<file path="src/rtl/split_join_arbiter_pkg.sv">
// Shared types for the split/join arbiter: split/join request payloads,
// default IPDOM stack depth and the optional performance-counter bundle.
package split_join_arbiter_pkg;

    localparam int SJ_NUM_THREADS = 4;
    localparam int SJ_XLEN        = 32;
    localparam int SJ_STACK_DEPTH = (SJ_NUM_THREADS > 1) ? SJ_NUM_THREADS - 1 : 1;

    typedef struct packed {
        logic                      valid;
        logic                      is_dvg;
        logic [SJ_NUM_THREADS-1:0] then_tmask;
        logic [SJ_NUM_THREADS-1:0] else_tmask;
        logic [SJ_XLEN-1:0]        next_pc;
    } split_t;

    typedef struct packed {
        logic valid;
        logic is_dvg;
    } join_t;

    typedef struct packed {
        logic [31:0] splits;
        logic [31:0] joins;
        logic [31:0] stalls;
    } sj_arb_perf_t;

endpackage

</file>
<file path="src/rtl/split_join_dvg_tracker.sv">
// One warp's divergence tracker: mirrors IPDOM stack occupancy and the
// per-level else-pending phase bit of the downstream split/join unit.
module split_join_dvg_tracker
    import split_join_arbiter_pkg::*;
#(
    parameter int DEPTH = SJ_STACK_DEPTH
) (
    input  logic clk,
    input  logic reset_n,
    input  logic push,
    input  logic pop,
    output logic full,
    output logic empty,
    output logic udf
);

    localparam int CW = $clog2(DEPTH + 1);

    logic [CW-1:0]    cnt;
    logic [DEPTH-1:0] phase;
    logic [CW-1:0]    top;

    assign top   = cnt - CW'(1);
    assign full  = (cnt == CW'(DEPTH));
    assign empty = (cnt == '0);
    assign udf   = pop & empty;

    // A join on a level whose else path is still pending only flips the phase.
    always_ff @(posedge clk or negedge reset_n) begin
        if (!reset_n) begin
            cnt   <= '0;
            phase <= '0;
        end else if (push && !full) begin
            phase[cnt] <= 1'b1;
            cnt        <= cnt + CW'(1);
        end else if (pop && !empty) begin
            if (phase[top]) begin
                phase[top] <= 1'b0;
            end else begin
                cnt <= top;
            end
        end
    end

endmodule

</file>
<file path="src/rtl/split_join_arbiter.sv">
// Round-robin arbiter sharing one split/join unit between ALU issue blocks.
// Optional macro SPLIT_JOIN_ARB_PERF_EN adds perf_splits/perf_joins/perf_stalls.
module split_join_arbiter
    import split_join_arbiter_pkg::*;
#(
    parameter int NUM_REQS    = 2,
    parameter int NUM_WARPS   = 4,
    parameter int NW_WIDTH    = 2,
    parameter int NUM_THREADS = SJ_NUM_THREADS,
    parameter int XLEN        = SJ_XLEN,
    parameter int STACK_DEPTH = SJ_STACK_DEPTH
) (
    input  logic                            clk,
    input  logic                            reset_n,
    input  logic [NUM_REQS-1:0]             req_valid,
    output logic [NUM_REQS-1:0]             req_ready,
    input  logic [NUM_REQS*NW_WIDTH-1:0]    req_wid,
    input  logic [NUM_REQS-1:0]             req_is_split,
    input  logic [NUM_REQS-1:0]             req_is_dvg,
    input  logic [NUM_REQS*NUM_THREADS-1:0] req_then_tmask,
    input  logic [NUM_REQS*NUM_THREADS-1:0] req_else_tmask,
    input  logic [NUM_REQS*XLEN-1:0]        req_next_pc,
    output logic                            out_valid,
    output logic [NW_WIDTH-1:0]             out_wid,
    output split_t                          out_split,
    output join_t                           out_join,
    output logic [NUM_WARPS-1:0]            warp_dvg_full,
    output logic                            ovf_err,
    output logic                            udf_err
`ifdef SPLIT_JOIN_ARB_PERF_EN
    ,
    output logic [31:0]                     perf_splits,
    output logic [31:0]                     perf_joins,
    output logic [31:0]                     perf_stalls
`endif
);

    localparam int PW = (NUM_REQS > 1) ? $clog2(NUM_REQS) : 1;

    logic [PW-1:0]          rr_ptr;
    logic [PW-1:0]          grant_idx;
    logic [PW-1:0]          cand_idx;
    logic [PW:0]            cand_sum;
    logic                   found;
    logic [NUM_REQS-1:0]    grant;
    logic [NUM_REQS-1:0]    eligible;
    logic [NUM_REQS-1:0]    split_blocked;

    logic                   sel_split;
    logic                   sel_dvg;
    logic [NW_WIDTH-1:0]    sel_wid;
    logic [NUM_THREADS-1:0] sel_then;
    logic [NUM_THREADS-1:0] sel_else;
    logic [XLEN-1:0]        sel_pc;
    logic                   drop;
    logic                   ovf_hit;

    logic [NUM_WARPS-1:0]   trk_push;
    logic [NUM_WARPS-1:0]   trk_pop;
    logic [NUM_WARPS-1:0]   trk_full;
    logic [NUM_WARPS-1:0]   trk_empty;
    logic [NUM_WARPS-1:0]   trk_udf;

    // The unit's join result is pipelined, so a warp just joined sits out one cycle.
    for (genvar r = 0; r < NUM_REQS; r++) begin : g_req
        logic [NW_WIDTH-1:0] wid;
        logic                hazard;
        assign wid              = req_wid[r*NW_WIDTH +: NW_WIDTH];
        assign split_blocked[r] = req_is_split[r] & req_is_dvg[r] & trk_full[wid];
        assign hazard           = out_valid & out_join.valid & (wid == out_wid);
        assign eligible[r]      = req_valid[r] & ~split_blocked[r] & ~hazard;
    end

    always_comb begin
        found     = 1'b0;
        grant_idx = '0;
        cand_sum  = '0;
        cand_idx  = '0;
        for (int i = 0; i < NUM_REQS; i++) begin
            cand_sum = {1'b0, rr_ptr} + (PW+1)'(i);
            if (cand_sum >= (PW+1)'(NUM_REQS)) begin
                cand_sum = cand_sum - (PW+1)'(NUM_REQS);
            end
            cand_idx = cand_sum[PW-1:0];
            if (!found && eligible[cand_idx]) begin
                found     = 1'b1;
                grant_idx = cand_idx;
            end
        end
        grant = '0;
        if (found) begin
            grant[grant_idx] = 1'b1;
        end
    end

    assign req_ready = grant;

    always_comb begin
        sel_split = 1'b0;
        sel_dvg   = 1'b0;
        sel_wid   = '0;
        sel_then  = '0;
        sel_else  = '0;
        sel_pc    = '0;
        for (int r = 0; r < NUM_REQS; r++) begin
            if (grant[r]) begin
                sel_split = req_is_split[r];
                sel_dvg   = req_is_dvg[r];
                sel_wid   = req_wid[r*NW_WIDTH +: NW_WIDTH];
                sel_then  = req_then_tmask[r*NUM_THREADS +: NUM_THREADS];
                sel_else  = req_else_tmask[r*NUM_THREADS +: NUM_THREADS];
                sel_pc    = req_next_pc[r*XLEN +: XLEN];
            end
        end
    end

    always_comb begin
        trk_push = '0;
        trk_pop  = '0;
        for (int w = 0; w < NUM_WARPS; w++) begin
            trk_push[w] = found & sel_split & sel_dvg & (sel_wid == NW_WIDTH'(w));
            trk_pop[w]  = found & ~sel_split & sel_dvg & (sel_wid == NW_WIDTH'(w));
        end
    end

    // Underflowing joins are consumed but never reach the unit.
    assign drop    = found & ~sel_split & sel_dvg & trk_empty[sel_wid];
    assign ovf_hit = |(req_valid & split_blocked);

    for (genvar w = 0; w < NUM_WARPS; w++) begin : g_trk
        split_join_dvg_tracker #(
            .DEPTH (STACK_DEPTH)
        ) u_trk (
            .clk     (clk),
            .reset_n (reset_n),
            .push    (trk_push[w]),
            .pop     (trk_pop[w]),
            .full    (trk_full[w]),
            .empty   (trk_empty[w]),
            .udf     (trk_udf[w])
        );
    end

    assign warp_dvg_full = trk_full;

    always_ff @(posedge clk or negedge reset_n) begin
        if (!reset_n) begin
            out_valid <= 1'b0;
            out_wid   <= '0;
            out_split <= '0;
            out_join  <= '0;
            rr_ptr    <= '0;
            ovf_err   <= 1'b0;
            udf_err   <= 1'b0;
        end else begin
            out_valid <= found & ~drop;
            out_wid   <= sel_wid;
            out_split <= '0;
            out_join  <= '0;
            if (found && !drop) begin
                if (sel_split) begin
                    out_split.valid      <= 1'b1;
                    out_split.is_dvg     <= sel_dvg;
                    out_split.then_tmask <= sel_then;
                    out_split.else_tmask <= sel_else;
                    out_split.next_pc    <= sel_pc;
                end else begin
                    out_join.valid  <= 1'b1;
                    out_join.is_dvg <= sel_dvg;
                end
            end
            if (found) begin
                rr_ptr <= (grant_idx == PW'(NUM_REQS - 1)) ? '0 : grant_idx + PW'(1);
            end
            if (ovf_hit) begin
                ovf_err <= 1'b1;
            end
            if (|trk_udf) begin
                udf_err <= 1'b1;
            end
        end
    end

`ifdef SPLIT_JOIN_ARB_PERF_EN
    sj_arb_perf_t perf_q;

    always_ff @(posedge clk or negedge reset_n) begin
        if (!reset_n) begin
            perf_q <= '0;
        end else begin
            perf_q.splits <= perf_q.splits + 32'(found & sel_split & sel_dvg);
            perf_q.joins  <= perf_q.joins + 32'(found & ~sel_split & sel_dvg & ~drop);
            perf_q.stalls <= perf_q.stalls + 32'((|req_valid) & ~found);
        end
    end

    assign perf_splits = perf_q.splits;
    assign perf_joins  = perf_q.joins;
    assign perf_stalls = perf_q.stalls;
`endif

endmodule

</file>
<file path="config.mk">
export PLATFORM = sky130hd
export DESIGN_NAME = split_join_arbiter
export DESIGN_NICKNAME = d
export VERILOG_FILES = /design/src/rtl/split_join_arbiter_pkg.sv /design/src/rtl/split_join_dvg_tracker.sv /design/src/rtl/split_join_arbiter.sv
export SDC_FILE = /design/constraint.sdc
export NUM_CORES = 1
export LEC_CHECK = 0
export CAP_MARGIN = 20
export CELL_PAD_IN_SITES_DETAIL_PLACEMENT = 0
export CELL_PAD_IN_SITES_GLOBAL_PLACEMENT = 2
export CORE_UTILIZATION = 25
export DETAILED_ROUTE_END_ITERATION = 12
export HOLD_SLACK_MARGIN = 0.05
export PLACE_DENSITY_LB_ADDON = 0.1
export SETUP_SLACK_MARGIN = 0.15
export SYNTH_ARGS = -nofsm -noshare
export SYNTH_HDL_FRONTEND = slang
export SYNTH_SLANG_ARGS = --single-unit
</file>
<file path="constraint.sdc">
create_clock -name clk -period 3.3 [get_ports clk]
set_input_delay 0.825 -clock clk [delete_from_list [all_inputs] [get_ports clk]]
set_output_delay 0.825 -clock clk [all_outputs]
set_load 0.01 [all_outputs]
</file>
; ---- After elaboration in Yosys (flattened, before gate mapping)
; Cells that the tools add are included.
[classes]
n_addsub = 12
reduce_logical = 52
order_cmp = 25
eq_ne = 13
n_bitwise = 48
muxes = 84
[op_table]
columns = operator, count
row1 = 42-bit two-way mux, 2
row2 = 32-bit two-way mux, 2
row3 = 3-bit two-way mux, 12
row4 = 2-bit two-way mux, 17
row5 = "2-bit by 3-bit less-than comparator with 1-bit output, second input constant", 11
row6 = 1-bit two-way mux, 31
row7 = 1-bit bitwise AND, 29
row8 = 1-bit logical AND, 19
row9 = 1-bit demux with 2-bit select, 8
row10 = "2-bit by 1-bit >= comparator with 1-bit output, second input constant", 8
row11 = 4-bit two-way mux, 4
row12 = 2-bit AND reduction, 8
row13 = 2-bit nonzero test, 8
row14 = 1-bit binary-select mux with 2-bit select, 7
row15 = 3-bit bitwise AND, 4
row16 = "2-bit equality test, second input constant", 6
row17 = 3-bit NOT, 4
row18 = 3-bit bitwise OR, 4
row19 = 1-bit zero test, 10
row20 = 2-bit zero test, 5
row21 = "2-bit by 1-bit adder with 2-bit output, second input constant", 4
row22 = "2-bit by 1-bit inequality test with 1-bit output, second input constant", 4
row23 = "2-bit by 1-bit subtractor with 2-bit output, second input constant", 4
row24 = "1-bit by 2-bit less-than comparator with 1-bit output, second input constant", 3
row25 = other kinds (13), 20
[word_totals]
input_bits = 92
ff_bits = 70
output_inout_bits = 55

; ---- Longest topological paths before layout
; Gate-level depths: netlist of run 1.
[depth]
ltp_word = 27
ltp_mapped = 11

; ---- Hierarchy
; A second synthesis of run 1 with hierarchy kept.
[unflattened]
hier_cells = 355
hier_area_um2 = 3602.2
[modules_own_cells]
columns = module, seq_area_each_um2, area_each_um2, cells_each, instances
row1 = split_join_arbiter, 1251.2, 2130.8, 198, 1
row2 = split_join_dvg_tracker (g_trk[0].u_trk ...), 125.1, 364.1, 40, 3
row3 = split_join_dvg_tracker (g_trk[3].u_trk), 125.1, 379.1, 37, 1

; ---- Least setup slack after synthesis of run 1
; No wires, ideal clock.
[synth_timing]
path_kind = input port to flip-flop
start = input req_wid[0]
end = register g_trk[1].u_trk.phase[0]
path_buffers = 1
required_time_ns = 3.179
path_slack_ns = 0.258
stages = 10
arrival_time_ns = 2.921
path_cell_list = mux2i_1 -> o22ai_1 -> or4b_1 -> and2_1 -> buf_2 -> a22oi_4 -> inv_2 -> nor3b_4 -> nand4_1 -> a22o_1
[synth_between]
elab_chain_len = 26
[synth_rtl]
columns = element, line_no
row1 = start: declaration, split_join_arbiter.sv:17  ; input logic [NUM_REQS*NW_WIDTH-1:0] req_wid,
row2 = 1-bit binary-select mux with 2-bit select, split_join_arbiter.sv:69  ; assign split_blocked[r] = req_is_split[r] & req_is_dvg[r] & trk_full[wid];
row3 = 1-bit two-way mux (not written as such), split_join_arbiter.sv:69
row4 = 1-bit bitwise AND, split_join_arbiter.sv:69
row5 = 1-bit NOT, split_join_arbiter.sv:71  ; assign eligible[r] = req_valid[r] & ~split_blocked[r] & ~hazard;
row6 = 1-bit bitwise AND (2 in a row), split_join_arbiter.sv:71
row7 = 1-bit two-way mux (not written as such) (2 in a row), split_join_arbiter.sv:85  ; if (!found && eligible[cand_idx]) begin
row8 = 1-bit two-way mux, split_join_arbiter.sv:85
row9 = 1-bit zero test, split_join_arbiter.sv:85
row10 = [... 5 more ...], -
row11 = 1-bit demux with 1-bit select, split_join_arbiter.sv:92  ; grant[grant_idx] = 1'b1;
row12 = 2-bit two-way mux, split_join_arbiter.sv:91  ; if (found) begin
row13 = 1-bit two-way mux (2 in a row), split_join_arbiter.sv:106  ; if (grant[r]) begin
row14 = 1-bit NOT, split_join_arbiter.sv:122  ; trk_pop[w] = found & ~sel_split & sel_dvg & (sel_wid == NW_WIDTH'(w));
row15 = 1-bit bitwise AND (3 in a row), split_join_arbiter.sv:122
row16 = 1-bit logical AND, split_join_dvg_tracker.sv:36  ; end else if (pop && !empty) begin
row17 = 2-bit nonzero test (no source line), -
row18 = 2-bit AND reduction (no source line), -
row19 = end signal: assignment, split_join_dvg_tracker.sv:32  ; phase <= '0;
row20 = end signal: indexed assignment, split_join_dvg_tracker.sv:34  ; phase[cnt] <= 1'b1;
row21 = end signal: indexed assignment, split_join_dvg_tracker.sv:38  ; phase[top] <= 1'b0;
row22 = end: declaration, split_join_dvg_tracker.sv:20  ; logic [DEPTH-1:0] phase;
; Parallel ways exist; a longest one is shown, timed or not. The select of a mux whose other input is x is not followed.
; A chain may end at the register's enable or synchronous reset.

; ---- Worst setup path in the final report of run 1
[layout_timing]
start = input req_is_dvg[1]
end = output req_ready[0]
[layout_between]
elab_chain_len = 16
[layout_rtl]
columns = element, line_no
row1 = start: declaration, split_join_arbiter.sv:19  ; input logic [NUM_REQS-1:0] req_is_dvg,
row2 = 1-bit bitwise AND (*) (2 in a row), split_join_arbiter.sv:69
row3 = 1-bit NOT (*), split_join_arbiter.sv:71
row4 = 1-bit bitwise AND (*) (2 in a row), split_join_arbiter.sv:71
row5 = 1-bit two-way mux (not written as such) (2 in a row), split_join_arbiter.sv:85
row6 = 1-bit two-way mux, split_join_arbiter.sv:85
row7 = 1-bit zero test, split_join_arbiter.sv:85
row8 = 1-bit logical AND, split_join_arbiter.sv:85
row9 = 1-bit two-way mux, split_join_arbiter.sv:85
row10 = 1-bit by 2-bit less-than comparator with 1-bit output (not written as such) / 1-bit >= comparator (equally long branches), split_join_arbiter.sv:92
row11 = 1-bit logical AND (not written as such), split_join_arbiter.sv:92
row12 = 1-bit two-way mux (not written as such), split_join_arbiter.sv:92
row13 = 1-bit demux with 1-bit select, split_join_arbiter.sv:92
row14 = 2-bit two-way mux (*), split_join_arbiter.sv:91
row15 = end: declaration, split_join_arbiter.sv:16  ; output logic [NUM_REQS-1:0] req_ready,
; Mark *: on every way between the ends. The rest lies on a longest branch, timed or not. The select of a mux whose other input is x is not followed.

==> results of run 1 <==
sequential cells by signal, indices dropped and copies added (netlist names):
signal / flops
out_split: 42
g_trk.u_trk.phase: 12
g_trk.u_trk.cnt: 8
out_join: 2
out_wid: 2
out_valid: 1
ovf_err: 1
rr_ptr: 1
udf_err: 1
timing repair:
action                     CTS  global route
gates resized for setup     14            19
gates cloned                 0             1
setup buffers                2             0
pin swaps                    1             5
setup endpoints to repair   48            26
power by group through the flow:
| stage | combinational [W] | clock, W | sequential [W] |
|---|---|---|---|
| 2_1_floorplan | 0.000927 | 0 | 0.00127 |
| 3_3_place_gp | 0.00178 | 0 | 0.00123 |
| 3_5_place_dp | 0.00179 | 0 | 0.00124 |
| 4_1_cts | 0.00180 | 0.00108 | 0.00122 |
| 5_1_grt | 0.00203 | 0.00112 | 0.00125 |
| 6_report | 0.00184 | 0.00105 | 0.00122 |
worst max path at each step:
stage | start | endpoint | slack [ns] | depth (start not counted)
finish | req_is_dvg[1] | req_ready[0] | 0.22 | 6
global placement | req_wid[0] | req_ready[1] | -0.48 | 6
global route | req_is_dvg[1] | g_trk[0].u_trk.cnt[1]$_DFFE_PN0P_ | 0.12 | 12
detailed placement | req_wid[2] | g_trk[1].u_trk.cnt[1]$_DFFE_PN0P_ | -0.53 | 11
floorplan | req_wid[0] | g_trk[1].u_trk.phase[0]$_DFFE_PN0P_ | 0.26 | 10
CTS | req_is_split[0] | req_ready[1] | 0.12 | 6
layout by cell type, fill, tap and decap left out, types with 3 or more instances in the layout:
cell,count
o21ai_0,4
nand2b_1,3
nor2_1,54
xnor2_1,4
nor3_1,5
a22oi_1,41
clkdlybuf4s50_1,136
mux2i_1,8
nand3b_1,3
nand2_1,4
buf_4,44
dfrtp_1,70
xor2_1,4
a22o_1,4
and3_1,3
a21oi_1,21
buf_6,3
clkbuf_16,10
nand3_1,11
ha_1,19
inv_1,11
dlygate4sd2_1,3
nand4_1,5
metrics by stage:
stage | setup slack, ns | hold WS (ns) | util, % | instances | TNS [ns]
2_1_floorplan | 0.258 | 0.466 | - | 332 | 0
3_3_place_gp | -0.482 | 0.452 | 40.5 | 681 | -17.39
3_5_place_dp | -0.530 | 0.451 | 40.5 | 681 | -19.97
4_1_cts | 0.120 | 0.464 | 42.9 | 698 | 0
5_1_grt | 0.118 | 0.477 | 43.6 | 699 | 0
6_report | 0.225 | 0.458 | 43.6 | 699 | 0
worst max-delay path, stage by stage:
cell	delay, ns
clkdlybuf4s50_1	0.45
nand3b_1	0.10
o22ai_1	0.09
or3_1	0.41
and2_4	0.21
buf_2	0.16
logic make-up after synthesis:
family / synth area share (%)
flip-flops: 50.4
AO/OA/AOI/OAI: 18.7
adder cells (fa/ha/maj): 7.20
buffers and inverters: 3.99
AND/OR/NAND/NOR: 15.4
XOR/XNOR: 2.01
multiplexers: 2.30
layout make-up:
cell class | count | area, um^2
fillers | 1336 | 7560
repair buffers | 195 | 1870
flip-flops and latches | 70 | 1750
multi-input cells | 230 | 1620
clock buffers | 10 | 239
well taps | 176 | 220
clock inverters | 5 | 83.8
inverters | 13 | 51.3
per-layer routing:
metal / part of all wire [%] / track usage (%) / up-vias / wire length [um]
li1: - / - / 1574 / -
met1: 44 / 19.4 / 1535 / 4830
met2: 47 / 24.0 / 91 / 5140
met3: 6.6 / 4.99 / 14 / 721
met4: 1.4 / 6.09 / 4 / 157
met5: 0.30 / 0 / - / 33
==> summary.md, run 1 <==
| Metric | Value |
|---|---|
| I/O Buffers | 146 |
| Initial antenna violation count | 2 |
| Max Cap Viol | 0 |
| RR Endpoint | g_trk[0].u_trk.phase[0]$_DFFE_PN0P_ |
| Die Y | 120 um |
| IR drop worst, VDD | 229 uV |
| Ports | 147 |
| Post-layout min period | 3.08 ns |
| Post-Syn Instances | 332 |
| Fraction of registers with async set or reset after synthesis | 100% |
| DIE WIDTH | 120 um |
| RSZ-0062 raised after global routing | yes |
| Syn_nets | 444 |
| Power share of the sequential group | 29.8% |
| Clock root cell | clkbuf_16 |
| Dominant synthesized flop cell | dfrtp_1 |
| Clk_skew | 0.00595 ns |
| Largest net degree at the start of global routing | 71 |
| Avg Cell Area, Syn | 10.5 um^2 |
| Kind of critical path | primary input to output pin |
| PD cells | 704 nW/um^2 |
| Placed instance area | 5430 um^2 |
| Grt total ovfl | 0 |
| WP data arrival | 2.25 ns |
| Num CTS Buffers | 9 |
| Wire length per cell | 15.6 um |
| Clock network power share | 25.5% |
| Vias | 3218 |
| Final worst-path cycle share | 93.2% |
| Number of DRC markers in iteration 0 | 154 |
| Post-DP HPWL | 8.04 mm |
| Post-Route WL | 10.9 mm |
| Synthesized flop and latch total | 70 |
| H-tree levels | 3 |
| First-pass GRT wire length | 16.8 mm |
| Fraction of layout cells with a size suffix above 1 | 16.3% |
| Yosys warning count | 0 |
| Worst Reg-to-Reg Cells | 12 |
| Hold Path End | udf_err$_DFFE_PN0P_ |
| Critical Path RT | 2.47 ns |
| Gr usage total | 15.3% |
| Area contributors post-synth | dfrtp_1, a22oi_1, ha_1 |
| Sequential area share after synthesis | 50.4% |
| Element type at the critical path end | output pin |
| Hold depth | 1 |
| Cell internal pwr | 0.00269 W |
| Cell accounting for the most synthesized area | dfrtp_1 |
| Crit-path max FO | 4 |
| Vias in the first global route | 3190 |
| R2r setup slk | 0.31 ns |
| Total power | 0.00411 W |
| Outcome | completed |
| Ant. Diodes | 0 |
| Num rows | 42 |
| Initial DRT Pass Iterations | 4 |
| Worst skew pair latency | 0.34 ns |
| Synthesized area | 3480 um^2 |
| Fin. max-slew vios | 0 |
| F_max | 325 MHz |
| Final Cell Area | 5840 um^2 |
| Comb pwr share | 44.7% |
| DRC viols | 0 |
| Post-synth EDFFs | 0 |
| Slew HR | 39.1% |
| CTS sink count | 70 |
| Clock buffer depth | 2 |
| Layout area overhead | 67.9% |
| Sw power | 0.00142 W |
| Netlist cell types | 49 |
| Nets@finish | 631 |
| Routed Antenna Nets | 0 |
| Drt via density | 4.60 |
| Critical path launch point type | primary input |
| Sw Share | 34.6% |
| Reg2reg start | g_trk[0].u_trk.cnt[0]$_DFFE_PN0P_ |
| Hold Path Class | flip-flop to flip-flop |
| Lkg Pwr | 2.61 nW |
| Final Hold Viols | 0 |
| Hold Buf Count CTS | 0 |
| Worst slew pin tran | 0.914 ns |
| Clock-pin slew on the worst setup and hold paths | 0.05 ns |
| Top post-synthesis cells by count | dfrtp_1, nor2_1, a22oi_1 |
| Core ar. | 13400 um^2 |
| CTS tree | done |
| Total Die Area | 14400 um^2 |
| Hold_sp | udf_err$_DFFE_PN0P_ |
| Gp weighted congestion | 0.798 |
| Share of the synthesized area in the top cell type | 50.4% |
| Initial Util | 25.9% |
| Top-count cell post-synth | dfrtp_1 |
| Final setup fails | 0 |
Note: power is estimated with default switching activity, not from simulation.
==> run 2, diff against run 1 <==
--- a/config.mk
+++ b/config.mk
@@ -8,6 +8,7 @@
 export CAP_MARGIN = 20
 export CELL_PAD_IN_SITES_DETAIL_PLACEMENT = 0
 export CELL_PAD_IN_SITES_GLOBAL_PLACEMENT = 2
+export CORE_MARGIN = 2
 export CORE_UTILIZATION = 25
 export DETAILED_ROUTE_END_ITERATION = 12
 export HOLD_SLACK_MARGIN = 0.05
==> run 2 against run 1 <==
Against the previous run:
- clock skew grew 0.00091 ns
- via count is essentially flat
- critical endpoint unchanged
- power shrank 0.36%
- final cell count grew 0.72%
==> summary.md, run 2 (synthesis results as in run 1) <==
| Metric | Value |
|---|---|
| Outcome | completed |
| Placed Cells incl. Taps | 685 |
| WL met1 | 4.69 mm |
| CTS tree | done |
| Core ar. | 13700 um^2 |
| Wire length per cell | 15.7 um |
| Crit-path cells | clkdlybuf4s50_1, nand3b_1, o22ai_1, or3_1, and2_4, buf_2 |
| Critical path launch point type | primary input |
| Die Y | 122 um |
| Met3 WL | 767 um |
| Largest registers | out_split x42, g_trk.u_trk.phase x12, g_trk.u_trk.cnt x8 |
| H-tree levels | 3 |
| Gr usage total | 14.7% |
| Num CTS Buffers | 9 |
| Max Cap Viol | 0 |
| Layout fillers | 1366 |
| Element type at the critical path end | output pin |
| I/O Buffers | 146 |
| Top reg by flops | out_split |
| Post-DP HPWL | 8.25 mm |
| Num rows | 43 |
| Worst slew pin tran | 0.940 ns |
| Vias | 3220 |
| Clk_skew | 0.00686 ns |
| Nets@finish | 632 |
| Commonest non-fill, non-tap cell in the layout | clkdlybuf4s50_1 |
| IR drop worst, VDD | 248 uV |
| Placed instance area | 5420 um^2 |
| Kind of critical path | primary input to output pin |
| Clock-pin slew on the worst setup and hold paths | 0.06 ns |
| Number of DRC markers in iteration 0 | 103 |
| Hold Path Class | flip-flop to flip-flop |
| Worst skew pair latency | 0.33 ns |
| Slew HR | 37.4% |
| Fin. max-slew vios | 0 |
| Final worst-path cycle share | 92.9% |
| Layout area overhead | 66.9% |
| PD cells | 705 nW/um^2 |
| Crit-path max FO | 5 |
| Fraction of layout cells with a size suffix above 1 | 17.4% |
| Fin cells | 704 |
| Ports | 147 |
| DRC viols | 0 |
| CP peak stage delay | 0.44 ns |
| Initial antenna violation count | 0 |
| Commonest non-fill, non-tap cells in the layout | clkdlybuf4s50_1, dfrtp_1, nor2_1, buf_4, a22oi_1 |
| Largest net degree at the start of global routing | 71 |
| WP data arrival | 2.24 ns |
| CTS sink count | 70 |
| First-pass GRT wire length | 16.5 mm |
| Post-Route WL | 11.1 mm |
| Drt via density | 4.57 |
| Final Cell Area | 5800 um^2 |
| Total Die Area | 14900 um^2 |
| Post-layout min period | 3.07 ns |
| Final Hold Viols | 0 |
| Critical Path RT | 2.47 ns |
| Routed Antenna Nets | 0 |
| Ant. Diodes | 0 |
| Final setup fails | 0 |
| Crit-path slowest cell | clkdlybuf4s50_1 |
| Lkg Pwr | 2.60 nW |
| Clock root cell | clkbuf_16 |
| Initial DRT Pass Iterations | 6 |
| RSZ-0062 raised after global routing | no |
| F_max | 326 MHz |
| Gp weighted congestion | 0.781 |
| Vias in the first global route | 3188 |
| DIE WIDTH | 122 um |
| Initial Util | 25.3% |
| Met2 routed WL | 5.42 mm |
| Max reg flops | 42 |
| Max Used Layer | met4 |
| Clock buffer depth | 2 |
| Grt total ovfl | 0 |
run 2: timing repair:
action | 4_1_cts | 5_1_grt
pin swaps | 4 | 2
hold buffers | 0 | 0
resized for setup | 20 | 14
setup buffers | 4 | 0
setup endpoints to repair | 62 | 59
run 2: path summary, 6_finish.rpt:
check	slack [ns]	to	start	depth (start not counted)
max	0.23	req_ready[0]	req_is_dvg[1]	6
min	0.47	udf_err$_DFFE_PN0P_	udf_err$_DFFE_PN0P_	1
max reg2reg	0.28	g_trk[0].u_trk.cnt[1]$_DFFE_PN0P_	g_trk[3].u_trk.cnt[1]$_DFFE_PN0P_	13
min reg2reg	0.47	udf_err$_DFFE_PN0P_	udf_err$_DFFE_PN0P_	1
max in group asynchronous	2.04	g_trk[0].u_trk.phase[1]$_DFFE_PN0P_	reset_n	1
min in group asynchronous	0.62	g_trk[2].u_trk.cnt[1]$_DFFE_PN0P_	reset_n	1
run 2: where the power goes:
group | switching [W] | leakage, nW | internal [W]
sequential | 0.000124 | 0.910 | 0.00108
clock | 0.000372 | 0.151 | 0.000679
combinational | 0.000926 | 1.54 | 0.000912
total | 0.00142 | 2.60 | 0.00267
run 2: layer usage:
layer,track usage (%),up-vias
li1,-,1568
met1,17.9,1548
met2,24.4,93
met3,4.40,11
met4,5.68,0
met5,0,-
run 2: critical path, delay by kind of cell:
| kind | cells | cell delay, ns |
|---|---|---|
| compound gates | 1 | 0.09 |
| simple gates | 3 | 0.72 |
| buf+inv | 2 | 0.60 |
run 2: stage by stage:
stage / utilization (%) / hold WS (ns) / TNS (ns) / power [W] / setup slack [ns]
6_report: 42.3 / 0.468 / 0 / 0.00409 / 0.234
5_1_grt: 42.3 / 0.482 / 0 / 0.00437 / 0.141
4_1_cts: 42.2 / 0.473 / 0 / 0.00414 / 0.000204
3_5_place_dp: 39.5 / 0.460 / -29.54 / 0.00303 / -0.677
3_3_place_gp: 39.5 / 0.454 / -26.90 / 0.00304 / -0.634
2_1_floorplan: - / 0.466 / 0 / 0.00219 / 0.258
run 2: cell type report:
class / instances / area (um^2) / area share (%)
clock buffer: 10 / 239 / 4.12
clock inverter: 5 / 83.8 / 1.44
multi-input combinational: 230 / 1640 / 28.3
sequential: 70 / 1750 / 30.2
tap: 180 / 225 / 3.88
timing repair buffer: 196 / 1810 / 31.2
inverter: 13 / 48.8 / 0.841
